$ cat src/rtl/lbp_write_buffer.sv
// Write-back stage between the LBP datapath and the result memory: a small
// valid/ready FIFO of (address, data) pairs with frame sequencing and a sticky finish flag.
module lbp_write_buffer #(
    parameter int DATA_W    = 8,
    parameter int ADDR_W    = 14,
    parameter int LAST_ADDR = 16382,
    parameter int DEPTH     = 4
) (
    input  logic              clk,
    input  logic              rst,
    input  logic              start_i,
    input  logic              in_valid_i,
    output logic              in_ready_o,
    input  logic [DATA_W-1:0] in_data_i,
    input  logic [ADDR_W-1:0] in_addr_i,
    output logic              lbp_valid_o,
    input  logic              lbp_ready_i,
    output logic [DATA_W-1:0] lbp_data_o,
    output logic [ADDR_W-1:0] lbp_addr_o,
    output logic              busy_o,
    output logic              finish_o,
    output logic [ADDR_W:0]   wr_count_o
);

    localparam int PTR_W = $clog2(DEPTH);
    localparam int CNT_W = PTR_W + 1;
    localparam logic [ADDR_W-1:0] LAST_A = ADDR_W'(LAST_ADDR);
    localparam logic [CNT_W-1:0]  FULL_C = CNT_W'(DEPTH);

    typedef enum logic [1:0] {
        S_IDLE,
        S_RUN,
        S_DRAIN,
        S_DONE
    } state_t;

    state_t state, state_nxt;

    logic [DATA_W-1:0] mem_data [DEPTH];
    logic [ADDR_W-1:0] mem_addr [DEPTH];
    logic [PTR_W-1:0]  rd_ptr, wr_ptr;
    logic [CNT_W-1:0]  count;
    logic [ADDR_W:0]   wr_count;

    logic empty, full, push, pop, start_ok;

    assign empty    = (count == '0);
    assign full     = (count == FULL_C);
    assign push     = in_valid_i & in_ready_o;
    assign pop      = lbp_valid_o & lbp_ready_i;
    assign start_ok = start_i & ((state == S_IDLE) | (state == S_DONE));

    assign in_ready_o  = (state == S_RUN) & ~full;
    assign lbp_valid_o = ~empty;
    // Head is masked while empty so reset leaves the write port at zero.
    assign lbp_data_o  = empty ? '0 : mem_data[rd_ptr];
    assign lbp_addr_o  = empty ? '0 : mem_addr[rd_ptr];
    assign busy_o      = (state == S_RUN) | (state == S_DRAIN);
    assign finish_o    = (state == S_DONE);
    assign wr_count_o  = wr_count;

    always_comb begin
        state_nxt = state;
        case (state)
            S_IDLE:  if (start_i) state_nxt = S_RUN;
            S_RUN:   if (push && in_addr_i == LAST_A) state_nxt = S_DRAIN;
            S_DRAIN: if (pop && count == CNT_W'(1)) state_nxt = S_DONE;
            S_DONE:  if (start_i) state_nxt = S_RUN;
            default: state_nxt = S_IDLE;
        endcase
    end

    always_ff @(posedge clk) begin
        if (rst) begin
            state    <= S_IDLE;
            rd_ptr   <= '0;
            wr_ptr   <= '0;
            count    <= '0;
            wr_count <= '0;
        end else begin
            state <= state_nxt;
            if (push) wr_ptr <= wr_ptr + 1'b1;
            if (pop)  rd_ptr <= rd_ptr + 1'b1;
            case ({push, pop})
                2'b10:   count <= count + 1'b1;
                2'b01:   count <= count - 1'b1;
                default: count <= count;
            endcase
            if (start_ok)  wr_count <= '0;
            else if (pop)  wr_count <= wr_count + 1'b1;
        end
    end

    // Storage carries no reset; validity is tracked by count alone.
    always_ff @(posedge clk) begin
        if (push) begin
            mem_data[wr_ptr] <= in_data_i;
            mem_addr[wr_ptr] <= in_addr_i;
        end
    end

endmodule
$ cat config.mk
export PLATFORM = sky130hd
export DESIGN_NAME = lbp_write_buffer
export DESIGN_NICKNAME = d
export VERILOG_FILES = /design/src/rtl/lbp_write_buffer.sv
export SDC_FILE = /design/constraint.sdc
export NUM_CORES = 1
export LEC_CHECK = 0
export ABC_AREA = 1
export BUFFER_PORTS_ARGS = -buffer_cell sky130_fd_sc_hd__buf_4
export CAP_MARGIN = 20
export CORE_ASPECT_RATIO = 2
export CORE_MARGIN = 2
export CORE_UTILIZATION = 59
export CTS_BUF_LIST = sky130_fd_sc_hd__clkbuf_8
export DETAILED_ROUTE_END_ITERATION = 10
export GPL_TIMING_DRIVEN = 0
export PLACE_DENSITY = 0.82
export REMOVE_ABC_BUFFERS = 1
export SLEW_MARGIN = 20
export SYNTH_ARGS = -nofsm -noshare
export SYNTH_HDL_FRONTEND = slang
export SYNTH_SLANG_ARGS = --single-unit
$ cat constraint.sdc
create_clock -name clk -period 3.3 [get_ports clk]
set_input_delay 0.495 -clock clk [delete_from_list [all_inputs] [get_ports clk]]
set_output_delay 0.495 -clock clk [all_outputs]
set_load 0.01 [all_outputs]
==> reports/metrics.yaml <==
yosys:
  synth_cells: 467
  synth_cell_types: 23
  ys_warn_count: 0
  synth_seq_cells: 114
  syn_avg_cell_area_um2: 10.4
  synth-seq-area-share_pct: 65.4
  syn_area_um2: 4840
detailed_routing:
  dr.pass1.iters: 6
  drc: 0
  route.vias.total: 3607
  wl_per_cell_um: 16.0
  via_per_inst: 5.57
  initialDrtViolationCount: 266
  wl_mm: 10.4
  ant_nets: 0
timing:
  worst_slew_pin_slew_ps: 901
  clock-skew-final_ps: 9.10
  grt_setup_unrepaired: "no"
  post-route-period-util_pct: 91.0
  setup_viol: 0
  post-route-min-period_ps: 3000
  slew_viol_final: 0
  fmax_mhz: 333
  max-slew-margin-rel_pct: 39.9
  fin_ws_ps: 296
  finalHoldViolations: 0
floorplan:
  die_w_um: 68.0
  pin_count: 68
  core_um2: 7940
  rows: 46
  die_area_um2: 8990
  die_y_um: 132
  start_util_pct: 60.9
global_route:
  overflow: 0
  grt_first_pass_wirelength_mm: 16.0
  grt.total_usage_pct: 24.6
  grt_pass1_vias: 3619
  antenna_found_initial: 0
  grt_max_degree: 45
pwr:
  power-per-cell-area_nw_per_um2: 706
  ir_drop_v: 0.000553
  p_leak_nw: 2.27
final_layout:
  final_cells: 647
  final_net_count: 579
  utilization_pct: 73.3
  n_antenna_cell: 0
  drive_gt1_share_pct: 20.9
  synthToLayoutAreaGrowth_pct: 20.2
place:
  io_buffers: 67
  placedCellCount: 615
  dpl_worst_slack_ps: 300
  routabilityCongestion: 0.773
  hpwl_mm: 6.75
clock_tree:
  cts.clk_slew.worst_paths_ps: 70
  cts_max_level: 4
  cts_setup_buffers: 0
  cts_buffers: 17
  cts.sinks: 114
  cts_tree: "yes"
  insertion_delay_ps: 430
  clockRootBuffer: "clkbuf_8"
  clk_path_buf_depth: 2
critical_path:
  criticalPathCategory: "reg2out"
  start_kind: "flop"
  worst-path-max-fanout: 23
  worstPathArrival_ps: 2510
  crit_required_ps: 2800
  end_kind: "output pin"
run:
  drv_cap: 0
outcome:
  status: "complete, no violations"
hold_path:
  hold_class: "in2reg"
kinds of logic (layout without fill, tap and decap cells):
logic type	count (synthesis)	after routing	synth area share [%]
xor gates and xnor gates	3	3	0.543
adders and majority gates	14	14	3.62
and+or+nand+nor	180	180	15.7
AOI/OAI and AO/OA	97	97	10.0
buffers and inverters	59	143	4.73
DFF	114	114	65.4
routing by layer:
layer  track usage (%)  wire (um)  vias to the layer above
met1              22.2       3570                     1725
met5                 0          0                        -
met4              11.7        303                        0
met2              45.7       5930                      137
li1                  -          -                     1717
met3              7.69        557                       28
cells in the final DEF (no fill, tap or decap), drive strengths merged:
cell	instances
ha	14
a21oi	40
inv	47
o21ai	57
clkbuf	21
dfxtp	26
nand2	40
clkinv	5
nor2	123
nor3	4
edfxtp	88
nand4	2
bufinv	1
xor2	3
clkinvlp	1
buf	68
nand3	11
registers in the layout, summed over array words and instances (netlist names), named ones only:
signal and flops:
mem_data 32, wr_count_o 15, mem_addr 56, count 3, wr_ptr 2, state 2
rd_ptr 2
final cells by class:
type	count	area (um^2)
Sequential cell	114	3170
Fill cell	563	2120
Multi-Input combinational cell	294	1480
Timing Repair Buffer	68	531
Clock buffer	21	289
Inverter	43	161
Tap cell	96	120
Clock inverter	11	75.1
repair_timing:
item,in CTS,in global routing
gates resized for setup,1,0
hold buffers,0,0
endpoints found under the setup margin,18,0
where the power goes:
group | internal (mW) | leakage [nW] | total, mW | switching (mW)
Sequential | 1.67 | 1.01 | 1.77 | 0.0984
Combinational | 0.455 | 1.06 | 1.17 | 0.715
Clock | 0.654 | 0.205 | 1.17 | 0.519
cells in the mapped netlist (all sizes together):
cell type / number / area share [%]
nand2: 40 / 3.5
buf: 6 / 0.62
ha: 14 / 3.6
edfxtp: 88 / 55
nor2: 123 / 10
clkbuf: 10 / 0.78
inv: 42 / 3.3
a21oi: 40 / 4.1
clkinv: 1 / 0.078
xor2: 3 / 0.54
nand4: 2 / 0.26
nand3: 11 / 1.2
dfxtp: 26 / 11
o21ai: 57 / 5.9
nor3: 4 / 0.52
path summary, 6_finish.rpt:
kind,start,to,slack (ps),cells past startpoint
hold reg to reg,rd_ptr[0]$_SDFFE_PP0P_,flop,490,1
hold / removal,in_data_i[2],mem_data[1][2]$_DFFE_PP_,270,1
setup / recovery,flop,lbp_addr_o[11],300,5
setup reg to reg,count[0]$_SDFFE_PP0P_,mem_addr[3][0]$_DFFE_PP_,750,7
critical path: stages (launching register included):
cell,delay [ps]
dfxtp_2,680
inv_1,570
nor2_1,240
o21ai_0,130
a21oi_1,270
buf_4,180
per-stage QoR:
stage               total power [mW]  setup TNS (ps)  area (um^2)  hold slack [ps]
floorplan                       2.42               0         4770              444
global placement                2.86           -6.92         5390              456
detailed placement              2.97               0         5450              467
CTS                             4.12               0         5820              250
global route                    4.32               0         5820              243
finish                          4.11               0         5820              266
Power figures use the tool's default switching activity.
